[config.mk]
export PLATFORM = sky130hd
export DESIGN_NAME = traceback_unit
export DESIGN_NICKNAME = d
export VERILOG_FILES = /design/src/rtl/traceback_unit.sv
export SDC_FILE = /design/constraint.sdc
export NUM_CORES = 1
export LEC_CHECK = 0
export ABC_AREA = 1
export BUFFER_PORTS_ARGS = -buffer_cell sky130_fd_sc_hd__clkbuf_2
export CORE_MARGIN = 5
export CORE_UTILIZATION = 64
export CTS_CLUSTER_DIAMETER = 200
export DETAILED_ROUTE_END_ITERATION = 12
export PLACE_DENSITY = 0.83
export REMOVE_ABC_BUFFERS = 1
export SKIP_LAST_GASP = 1
export SYNTH_ARGS = -nofsm -noshare
export SYNTH_HDL_FRONTEND = slang
export SYNTH_SLANG_ARGS = --single-unit
[constraint.sdc]
create_clock -name clk -period 3 [get_ports clk]
set_input_delay 0.6 -clock clk [delete_from_list [all_inputs] [get_ports clk]]
set_output_delay 0.6 -clock clk [all_outputs]
set_load 0.1 [all_outputs]
[src/rtl/traceback_unit.sv]
// Viterbi traceback unit for a K=3 (4-state) trellis.
// Buffers TB_DEPTH survivor decision vectors in a circular memory. Once the
// window is full, it traces back from the minimum-cost state of the newest
// step and emits the decoded bit of the oldest buffered step.
module traceback_unit #(
    parameter int TB_DEPTH = 8
) (
    input  logic       clk,
    input  logic       rst_n,
    input  logic       in_valid,
    output logic       in_ready,
    input  logic [3:0] dec,
    input  logic [1:0] min_state,
    output logic       out_valid,
    input  logic       out_ready,
    output logic       out_bit
);

    localparam int PW = $clog2(TB_DEPTH);
    localparam int CW = PW + 1;
    localparam logic [CW-1:0] DEPTH_C    = CW'(TB_DEPTH);
    localparam logic [CW-1:0] DEPTH_M1_C = CW'(TB_DEPTH - 1);
    localparam logic [PW-1:0] STEP_INI_C = PW'(TB_DEPTH - 1);
    localparam logic [PW-1:0] STEP_ONE_C = PW'(1);
    localparam logic [PW-1:0] PTR_ONE_C  = PW'(1);

    typedef enum logic [1:0] {
        FILL  = 2'd0,
        TRACE = 2'd1,
        EMIT  = 2'd2
    } state_t;

    // Predecessor of state s: the older bit shifts up, the decision supplies
    // the bit that fell off the end of the shift register.
    function automatic logic [1:0] pred_state(input logic [1:0] s, input logic [3:0] d);
        return {s[0], d[s]};
    endfunction

    state_t          state_r,     state_s;
    logic [PW-1:0]   wr_ptr_r,    wr_ptr_s;
    logic [PW-1:0]   rd_ptr_r,    rd_ptr_s;
    logic [CW-1:0]   count_r,     count_s;
    logic [PW-1:0]   step_cnt_r,  step_cnt_s;
    logic [1:0]      cur_state_r, cur_state_s;
    logic            out_valid_r, out_valid_s;
    logic            out_bit_r,   out_bit_s;
    logic            in_ready_r,  in_ready_s;
    logic            accept_s;
    logic [3:0]      mem_r [TB_DEPTH];

    assign in_ready  = in_ready_r;
    assign out_valid = out_valid_r;
    assign out_bit   = out_bit_r;

    // An entry is only taken while filling; in_ready_r mirrors state FILL.
    assign accept_s = in_ready_r & in_valid;

    // Survivor memory write; contents are deliberately not reset.
    always_ff @(posedge clk) begin
        if (accept_s) begin
            mem_r[wr_ptr_r] <= dec;
        end
    end

    // Next-state logic of the FILL / TRACE / EMIT sequencer.
    always_comb begin
        state_s = state_r;
        case (state_r)
            FILL: begin
                if (accept_s && (count_r >= DEPTH_M1_C)) begin
                    state_s = TRACE;
                end else begin
                    state_s = FILL;
                end
            end
            TRACE: begin
                if (step_cnt_r == STEP_ONE_C) begin
                    state_s = EMIT;
                end else begin
                    state_s = TRACE;
                end
            end
            EMIT: begin
                if (out_ready) begin
                    state_s = FILL;
                end else begin
                    state_s = EMIT;
                end
            end
            default: begin
                state_s = FILL;
            end
        endcase
    end

    // Datapath next values: write pointer, fill count and traceback walk.
    always_comb begin
        wr_ptr_s    = wr_ptr_r;
        rd_ptr_s    = rd_ptr_r;
        count_s     = count_r;
        step_cnt_s  = step_cnt_r;
        cur_state_s = cur_state_r;
        case (state_r)
            FILL: begin
                if (accept_s) begin
                    wr_ptr_s = wr_ptr_r + PTR_ONE_C;
                    if (count_r != DEPTH_C) begin
                        count_s = count_r + CW'(1);
                    end else begin
                        count_s = count_r;
                    end
                    if (count_r >= DEPTH_M1_C) begin
                        cur_state_s = min_state;
                        rd_ptr_s    = wr_ptr_r;
                        step_cnt_s  = STEP_INI_C;
                    end else begin
                        cur_state_s = cur_state_r;
                    end
                end else begin
                    wr_ptr_s = wr_ptr_r;
                end
            end
            TRACE: begin
                cur_state_s = pred_state(cur_state_r, mem_r[rd_ptr_r]);
                rd_ptr_s    = rd_ptr_r - PTR_ONE_C;
                step_cnt_s  = step_cnt_r - STEP_ONE_C;
            end
            EMIT: begin
                cur_state_s = cur_state_r;
            end
            default: begin
                cur_state_s = cur_state_r;
            end
        endcase
    end

    // Output next values, derived from the next state so outputs can be registered.
    always_comb begin
        out_valid_s = 1'b0;
        out_bit_s   = 1'b0;
        in_ready_s  = 1'b0;
        case (state_s)
            FILL: begin
                in_ready_s = 1'b1;
            end
            TRACE: begin
                in_ready_s = 1'b0;
            end
            EMIT: begin
                out_valid_s = 1'b1;
                out_bit_s   = cur_state_s[1];
            end
            default: begin
                in_ready_s = 1'b1;
            end
        endcase
    end

    // State, datapath and output registers with asynchronous reset.
    always_ff @(posedge clk or negedge rst_n) begin
        if (!rst_n) begin
            state_r     <= FILL;
            wr_ptr_r    <= '0;
            rd_ptr_r    <= '0;
            count_r     <= '0;
            step_cnt_r  <= '0;
            cur_state_r <= 2'b00;
            out_valid_r <= 1'b0;
            out_bit_r   <= 1'b0;
            in_ready_r  <= 1'b1;
        end else begin
            state_r     <= state_s;
            wr_ptr_r    <= wr_ptr_s;
            rd_ptr_r    <= rd_ptr_s;
            count_r     <= count_s;
            step_cnt_r  <= step_cnt_s;
            cur_state_r <= cur_state_s;
            out_valid_r <= out_valid_s;
            out_bit_r   <= out_bit_s;
            in_ready_r  <= in_ready_s;
        end
    end

endmodule

Word-level counts from Yosys, hierarchy flattened
Memory sizes are Yosys's and may differ from the RTL's.
Index checks and enable logic that the tools add are counted.
{"block": "classes", "add_sub_neg": 4, "n_lt_le_gt_ge": 2, "eq_ne": 8, "muxes": 20, "n_bitwise": 1, "reduce_logical": 7}
{"cell": "3-bit two-way mux", "n": 4}
{"cell": "3-bit one-hot mux with 2 select lines", "n": 2}
{"cell": "2-bit two-way mux", "n": 4}
{"cell": "1-bit two-way mux", "n": 7}
{"cell": "2-bit one-hot mux with 3 select lines", "n": 1}
{"cell": "3-bit AND reduction", "n": 2}
{"cell": "3-bit by 1-bit subtractor with 3-bit output (second input constant)", "n": 2}
{"cell": "4-bit by 1-bit adder with 4-bit output (second input constant)", "n": 1}
{"cell": "2-bit by 1-bit equality test with 1-bit output (second input constant)", "n": 2}
{"cell": "2-bit equality test (second input constant)", "n": 2}
{"cell": "4-bit by 3-bit greater-or-equal comparator with 1-bit output (second input constant)", "n": 1}
{"cell": "2-bit inequality test (second input constant)", "n": 2}
{"cell": "4-bit inequality test (second input constant)", "n": 1}
{"cell": "2-bit one-hot mux with 2 select lines", "n": 1}
{"cell": "3-bit by 1-bit adder with 3-bit output (second input constant)", "n": 1}
{"cell": "3-bit by 1-bit equality test with 1-bit output (second input constant)", "n": 1}
{"cell": "2-bit by 3-bit < comparator with 1-bit output (second input constant)", "n": 1}
{"cell": "1-bit binary-select mux with 2-bit select", "n": 1}
{"cell": "2-bit logical NOT", "n": 1}
{"cell": "2-bit AND reduction", "n": 1}
{"cell": "2-bit nonzero test", "n": 1}
{"cell": "2-bit OR reduction", "n": 1}
{"cell": "1-bit AND", "n": 1}
{"cell": "1-bit logical AND", "n": 1}
{"block": "word_totals", "reg_bits": 20, "ram_bits": 32, "in_bits": 10, "output_inout_bits": 3, "elab_cells": 53, "mem_count": 1}
{"name": "mem_r", "depth": 8, "word_bits": 4, "read_ports": 1, "rd_ports_with_merged_regs": 0, "wr": 1, "line_no": "49", "text": "logic [3:0] mem_r [TB_DEPTH];"}

Logic depth before layout (Yosys ltp)
Gate-level depths: netlist (run 1).
{"block": "depth", "depth_word": 7, "mapped_depth": 12, "depth_no_buf": 12}

Least setup slack after synthesis (run 1)
Ideal clock, no wire load.
{"block": "synth_path", "path_kind": "reg2reg", "start": "reg in_ready_r, in the netlist in_ready", "end": "reg out_bit_r, in the netlist out_bit", "setup_time_ps": 113, "arrival_time_ps": 1892, "required_time_ps": 2887, "setup_slack_ps": 995, "path_stages_with_launch": 13, "n_path_buf": 0, "period_less_slack_ps": 2005, "path_cell_list": "dfstp_2 -> nand2_1 -> inv_2 -> nand2_2 -> nor2_4 -> inv_2 -> nor2_4 -> inv_1 -> o21ai_2 -> inv_1 -> ha_1 -> nand2_1 -> inv_1"}
{"block": "synth_via", "elab_chain_cells": 6, "elab_cells_between_ends": 8, "cone_classes": "eq/ne: 1; mux: 5; bitwise: 1; reduce/logical: 1"}
{"item": "from (decl)", "line_no": "47", "text": "logic in_ready_r, in_ready_s;"}
{"item": "from (signal assigned)", "line_no": "180", "text": "in_ready_r <= in_ready_s;"}
{"item": "1-bit AND", "line_no": "56", "text": "assign accept_s = in_ready_r & in_valid;"}
{"item": "1-bit logical AND", "line_no": "70", "text": "if (accept_s && (count_r >= DEPTH_M1_C)) begin"}
{"item": "1-bit two-way mux", "line_no": "70"}
{"item": "2-bit one-hot mux with 3 select lines", "line_no": "68", "text": "case (state_r)"}
{"item": "via state_s[0]", "line_no": "39", "text": "state_t state_r, state_s;"}
{"item": "2-bit equality test", "line_no": "142", "text": "case (state_s)"}
{"item": "1-bit two-way mux", "line_no": "142"}
{"item": "via out_bit_s", "line_no": "46", "text": "logic out_bit_r, out_bit_s;"}
{"item": "to (signal assigned)", "line_no": "179", "text": "out_bit_r <= out_bit_s;"}
{"item": "to (decl)", "line_no": "46"}
The timed path passes the listed nets, and every way through them passes these cells. The select of a mux whose other input is x is not followed.
A chain may end at the register's enable or synchronous reset.

Worst setup path after layout (run 1)
{"block": "layout_path", "start": "reg in_ready_r, in the netlist in_ready", "end": "out in_ready"}
{"item": "to (decl)", "line_no": "11", "text": "output logic in_ready,"}
No word-level cell between the ends.

==> flow_metrics.env, run 1 <==
export IMPL_skew_ps=7.39
export IMPL_first_pass_iters=4
export IMPL_cts_buffers=5
export IMPL_ir_drop_uv=526
export IMPL_fin_crit_sh=0.662
export IMPL_pwr_share_seq=0.481
export IMPL_path_max_fanout=2
export IMPL_slowest_delay_ps=570
export IMPL_grt_pass1_vias=1398
export IMPL_io_buffers=12
export IMPL_via_per_inst=5.42
export IMPL_synth_edf_count=32
export IMPL_dp_slack_ps=1110
export IMPL_fin_ws_ps=1020
export IMPL_place_gp_congestion=0.796
export IMPL_post_cts_buffers=0
export IMPL_p_int_w=0.00133
export IMPL_synthCells=214
export IMPL_finalNetCount=246
export IMPL_hold_viol=0
export IMPL_path_class="flop to output port"
export IMPL_ios=13
export IMPL_initial_core_util=0.678
export IMPL_fill_cells=257
export IMPL_slew_violations=0
export IMPL_dieArea_sq_um=4920
export IMPL_syn_to_final_growth_pct=5.40
export IMPL_dp_hpwl_um=2960
export IMPL_finalSetupViolations=0
export IMPL_cp_cell_sequence="clkbuf_2"
export IMPL_powerDensity_nw_per_um2=952
export IMPL_slew_headroom=0.534
export IMPL_ctsLongestPathBuffers=2
export IMPL_avgSynthCellArea_sq_um=10.8
export IMPL_stdcell_count=276
export IMPL_clockPowerShare=0.128
export IMPL_rsz0062_at_grt="false"
export IMPL_grt_max_degree=21
export IMPL_post_cts_resized=0
export IMPL_maxCapViolCount=0
export IMPL_core_area_sq_um=3420
export IMPL_rows=21
export IMPL_dr_total_vias=1496
export IMPL_cts_tree="done"
export IMPL_fin_crit_ps=1980
export IMPL_routed_wl_um=4040
export IMPL_worst_ep_arrival_time_ps=1380
export IMPL_grtUsageTotal=0.182
export IMPL_die_w_um=70.2
export IMPL_hp_class="primary input to async pin"
export IMPL_syn_area_sq_um=2320
export IMPL_p_comb_frac=0.391
export IMPL_clk_latency_ps=370
export IMPL_ys_warnings_count=0
export IMPL_antenna_cells=0
export IMPL_dieHeight_um=70.2
export IMPL_start_kind="flop"
export IMPL_routedWlPerCell_um=14.6
export IMPL_synthArstFlopShare=0.385
export IMPL_p_sw_frac=0.426
export IMPL_ctsHtreeMaxLevel=2
export IMPL_ant_nets=0
export IMPL_cts_sinks=52
export IMPL_path_buf_inv=1
export IMPL_switching_power_w=0.000989
export IMPL_setup_tns_ps=0
export IMPL_antenna_found_initial=0
export IMPL_synth_ff_type="edfxtp_1"
export IMPL_grt_pass1_wl_um=6870
export IMPL_critPathSlowestCell="dfstp_2"
export IMPL_p_leak_nw=1.05
export IMPL_yosysUniqueCellTypes=26
export IMPL_drt_iter0_drc=109
export IMPL_worstPathRequired_ps=2400
export IMPL_drc_errors=0
export IMPL_layout_drive_gt1_share=0.152
export IMPL_fmax_mhz=504
export IMPL_clkTransAtPathRegs_ps=140
export IMPL_endpoint_kind="output port"
export IMPL_path_delay_family="flip-flops"
export IMPL_seq_area_frac_synth=0.632
export IMPL_overflow=0
export IMPL_cts_root_buf="clkbuf_4"
export IMPL_outcome="finished, final reports clean"
export IMPL_tightest_slew_ps=699
export IMPL_dp_cells=268
export IMPL_synth_seq_cells=52
export IMPL_hold_buffers=0
==> state kept, by name, indices dropped and copies added, names as in the netlist <==
signal       flops
count_r          4
cur_state_r      2
in_ready         1
mem_r           32
out_bit          1
out_valid        1
rd_ptr_r         3
state_r          2
step_cnt_r       3
wr_ptr_r         3
==> Yosys cell counts, drive strengths merged, types with 2 or more instances <==
| library cell | instances | area share |
|---|---|---|
| buf | 3 | 0.013 |
| edfxtp | 32 | 0.41 |
| a21oi | 2 | 0.0043 |
| ha | 7 | 0.038 |
| nand2 | 62 | 0.10 |
| dfrtp | 19 | 0.21 |
| o21ai | 5 | 0.014 |
| xor2 | 4 | 0.015 |
| a22oi | 2 | 0.0065 |
| nand3 | 33 | 0.071 |
| nor2 | 14 | 0.032 |
| inv | 23 | 0.041 |
==> power groups by stage <==
stage	Sequential [W]	Combinational (W)	Clock, W
2_1_floorplan	0.00116	0.000648	0
3_3_place_gp	0.00112	0.000883	0
3_5_place_dp	0.00113	0.000918	0
4_1_cts	0.00112	0.000918	0.000295
5_1_grt	0.00114	0.00104	0.000341
6_report	0.00112	0.000909	0.000297
==> metal layers <==
metal / track usage / share of wire / vias up
met3: 0.0416 / 0.060 / 8
li1: - / - / 745
met4: 0.0553 / 0.013 / 0
met5: 0 / 0 / -
met1: 0.260 / 0.44 / 702
met2: 0.277 / 0.48 / 41
==> cells in the final DEF, fill, tap and decap left out <==
master | netlist | layout
o22ai_1 | 1 | 1
nand2_1 | 61 | 61
clkbuf_2 | 0 | 12
clkinv_2 | 0 | 2
o211ai_1 | 1 | 1
ha_1 | 7 | 7
nand2_2 | 1 | 1
inv_2 | 6 | 6
nor2_4 | 3 | 3
o21ai_2 | 2 | 2
xnor2_1 | 1 | 1
a221oi_2 | 1 | 1
dfstp_2 | 1 | 1
inv_8 | 1 | 1
inv_1 | 16 | 16
nand3b_1 | 1 | 1
nor2_1 | 11 | 11
xor2_1 | 4 | 4
clkinv_1 | 0 | 1
nand3_1 | 33 | 33
edfxtp_1 | 32 | 32
o21ai_0 | 3 | 3
a22oi_1 | 2 | 2
clkbuf_4 | 0 | 5
a21oi_1 | 2 | 2
dfrtp_1 | 19 | 19
o221ai_2 | 1 | 1
==> path summary, 6_finish.rpt <==
kind                                  to  depth (start not counted)          start  slack, ps
hold / removal                   out_bit                          1          rst_n        170
setup / recovery                in_ready                          1       in_ready       1020
setup reg to reg                 out_bit                         12       in_ready       1260
hold reg to reg            step_cnt_r[2]                          2  step_cnt_r[2]        500
min in group clk              state_r[1]                          2      out_ready        460
max in group asynchronous       in_ready                          1          rst_n       2470
==> per-stage QoR <==
step                total power (W)  utilization  hold slack, ps  area, sq um
detailed placement          0.00205        0.700             472         2390
finish                      0.00232        0.715             170         2440
global placement            0.00201        0.700             473         2390
floorplan                   0.00180            -             304         2270
global route                0.00252        0.715             183         2440
CTS                         0.00233        0.715             189         2440
==> kinds of logic (layout without fill, tap and decap cells) <==
logic type | after synthesis | after routing | synth area share
xor+xnor | 5 | 5 | 0.0189
buf+inv | 27 | 43 | 0.0594
simple gates | 110 | 110 | 0.209
compound gates | 13 | 13 | 0.0438
flops | 52 | 52 | 0.632
fa+ha+maj | 7 | 7 | 0.0378
==> area by class of cell <==
| type | count | area, sq um | share of cell area |
|---|---|---|---|
| clock buffer | 5 | 37.5 | 0.0154 |
| clock inverter | 3 | 13.8 | 0.00564 |
| inverter | 23 | 93.8 | 0.0384 |
| multi-input combinational | 135 | 716 | 0.293 |
| sequential | 52 | 1460 | 0.599 |
| tap | 46 | 57.6 | 0.0236 |
| timing repair buffer | 12 | 60.1 | 0.0246 |
Power figures use the tool's default switching activity.
==> run 2, diff against run 1 <==
ABC_AREA = 0   (was 1)
CORE_UTILIZATION = 59   (was 64)
PLACE_DENSITY = 0.78   (was 0.83)
clock period = 2 ns   (was 3 ns; I/O delays follow)
==> run 2 against run 1 <==
Effect of this change: synthesized area down 2.8%; sequential share of layout area down 1.1 points; clock power up 130%; critical path depth up 3; global-route usage down 1.3 points; final area up 1.9%; wire length down 4.0%; hold slack worse by 130 ps; largest power group unchanged.
==> flow_metrics.env, run 2 <==
export IMPL_powerDensity_nw_per_um2=1480
export IMPL_rr_startpoint="in_ready"
export IMPL_rows=22
export IMPL_fin_area_sq_um=2490
export IMPL_synth_edf_count=32
export IMPL_overflow=0
export IMPL_skew_ps=9.31
export IMPL_r2r_setup_slack_ps=190
export IMPL_path_class="flop to flop"
export IMPL_post_cts_buffers=0
export IMPL_rsz0062_at_grt="false"
export IMPL_regArea_sq_um=1460
export IMPL_stdcell_count=225
export IMPL_ctsHtreeMaxLevel=2
export IMPL_fill_cells=278
export IMPL_slowest_delay_ps=560
export IMPL_ant_nets=0
export IMPL_core_area_sq_um=3690
export IMPL_seq_area_frac_synth=0.650
export IMPL_cp_cell_sequence="nor4bb_1 > buf_4 > o21ai_0 > mux2_2"
export IMPL_path_max_fanout=7
export IMPL_initial_core_util=0.610
export IMPL_use_met2=0.273
export IMPL_p_leak_nw=0.988
export IMPL_syn_to_final_growth_pct=10.5
export IMPL_fin_ws_ps=186
export IMPL_tightest_slew_ps=539
export IMPL_first_pass_iters=4
export IMPL_worst_ep_arrival_time_ps=2000
export IMPL_syn_area_sq_um=2250
export IMPL_outcome="finished, final reports clean"
export IMPL_ios=13
export IMPL_ys_warnings_count=0
export IMPL_start_kind="flop"
export IMPL_slew_headroom=0.642
export IMPL_reg_top3="mem_r: 32 flops, count_r: 4 flops"
export IMPL_dp_hpwl_um=2780
export IMPL_critPathSlowestCell="dfstp_2"
export IMPL_synthCells=156
export IMPL_dp_slack_ps=187
export IMPL_regMostFlops="mem_r"
export IMPL_drc_errors=0
export IMPL_path_depth=4
export IMPL_avgSynthCellArea_sq_um=14.4
export IMPL_setup_tns_ps=0
export IMPL_via_per_inst=5.91
export IMPL_cts_tree="done"
export IMPL_routed_wl_um=3880
export IMPL_synth_ff_type="edfxtp_1"
export IMPL_antenna_cells=0
export IMPL_startpoint="in_ready"
export IMPL_maxCapViolCount=0
export IMPL_synth_common_cells="edfxtp_1 (32), dfrtp_1 (19), nand2_1 (15), nor2_1 (8)"
export IMPL_grt_pass1_vias=1383
export IMPL_reg2reg_depth=4
export IMPL_cts_root_buf="clkbuf_8"
export IMPL_ctsLongestPathBuffers=2
export IMPL_hp_class="primary input to async pin"
export IMPL_synthArstFlopShare=0.385
export IMPL_grtUsageTotal=0.169
export IMPL_fin_crit_sh=0.907
export IMPL_synth_seq_cells=52
export IMPL_fin_crit_ps=1810
export IMPL_synth_top_cells_by_area="edfxtp_1 (43%), dfrtp_1 (21%), mux4_2 (5.0%), ha_1 (3.9%), nand2_1 (2.5%)"
export IMPL_final_common_cell="edfxtp_1"
export IMPL_ir_drop_uv=970
export IMPL_clkTransAtPathRegs_ps=90
export IMPL_use_met3=0.0393
export IMPL_synth_area_leader_cell="edfxtp_1"
export IMPL_largest_reg_flops=32
export IMPL_antenna_found_initial=0
export IMPL_hold_viol=0
export IMPL_dpl_cell_area_sq_um=2380
export IMPL_cts_sinks=52
export IMPL_slew_violations=0
export IMPL_multi_input_area_sq_um=734
export IMPL_place_gp_congestion=0.848
export IMPL_path_buf_inv=1
export IMPL_routedWlPerCell_um=17.2
export IMPL_path_delay_family="flip-flops"
export IMPL_grt_max_degree=21
export IMPL_use_met1=0.219
export IMPL_fmax_mhz=551
export IMPL_io_buffers=12
export IMPL_dieHeight_um=71.8
export IMPL_cts_buffers=5
export IMPL_dieArea_sq_um=5150
export IMPL_r2r_end="count_r[1]"
export IMPL_worstPathRequired_ps=2190
export IMPL_synth_top_area_frac=0.427
export IMPL_grt_pass1_wl_um=6440
export IMPL_final_cell_mix="edfxtp_1 (32), dfrtp_1 (19), nand2_1 (15)"
export IMPL_synth_most_common_cell="edfxtp_1"
export IMPL_crit_path_end="count_r[1]"
export IMPL_die_w_um=71.8
export IMPL_dp_cells=217
export IMPL_endpoint_kind="flop"
export IMPL_finalNetCount=193
export IMPL_drt_iter0_drc=142
export IMPL_yosysUniqueCellTypes=38
export IMPL_top_usage_layer="met2"
export IMPL_layout_drive_gt1_share=0.186
export IMPL_dr_total_vias=1330
export IMPL_finalSetupViolations=0
export IMPL_clk_latency_ps=300
## run 2: what timing repair did
| action | 4_1_cts | 5_1_grt |
|---|---|---|
| hold buffers | 0 | 0 |
| resized for setup | 0 | 1 |
| setup endpoints to repair | 0 | 1 |
## run 2: cell type report
class | instances | share of cell area
clock buffers | 7 | 0.0307
clock inverters | 1 | 0.0121
inverters | 7 | 0.0106
multi-input cells | 93 | 0.295
flip-flops and latches | 52 | 0.588
well taps | 48 | 0.0241
repair buffers | 17 | 0.0392
## run 2: logic make-up after synthesis
family | synth area share
XOR/XNOR | 0.0156
adder cells (fa/ha/maj) | 0.0389
multiplexers | 0.0967
AND/OR/NAND/NOR | 0.108
flip-flops | 0.650
buffers and inverters | 0.0261
AO/OA/AOI/OAI | 0.0645
## run 2: stage by stage
step | utilization | power, W | hold WS [ps]
finish | 0.674 | 0.00368 | 43.8
global route | 0.674 | 0.00391 | 86.0
CTS | 0.673 | 0.00368 | 57.4
detailed placement | 0.644 | 0.00299 | 383
global placement | 0.644 | 0.00293 | 376
floorplan | - | 0.00261 | 104
## run 2: worst min path at each step
stage / depth (start not counted) / start / end
floorplan: 0 / rst_n / count_r[0]
global placement: 1 / rst_n / count_r[0]
detailed placement: 1 / rst_n / count_r[1]
CTS: 1 / rst_n / state_r[1]
global route: 1 / rst_n / state_r[0]
finish: 1 / rst_n / state_r[0]
## run 2: power breakdown
| part | total, W | internal (W) | switching (W) |
|---|---|---|---|
| Sequential | 0.00170 | 0.00143 | 0.000270 |
| Combinational | 0.00129 | 0.000577 | 0.000714 |
| Clock | 0.000692 | 0.000374 | 0.000318 |
| Total | 0.00368 | 0.00238 | 0.00130 |
## run 2: routing by layer
layer  wire length, um  up-vias
met2              1960       32
met1              1690      669
li1                  -      620
met3               151        9
met5                 0        -
met4                70        0
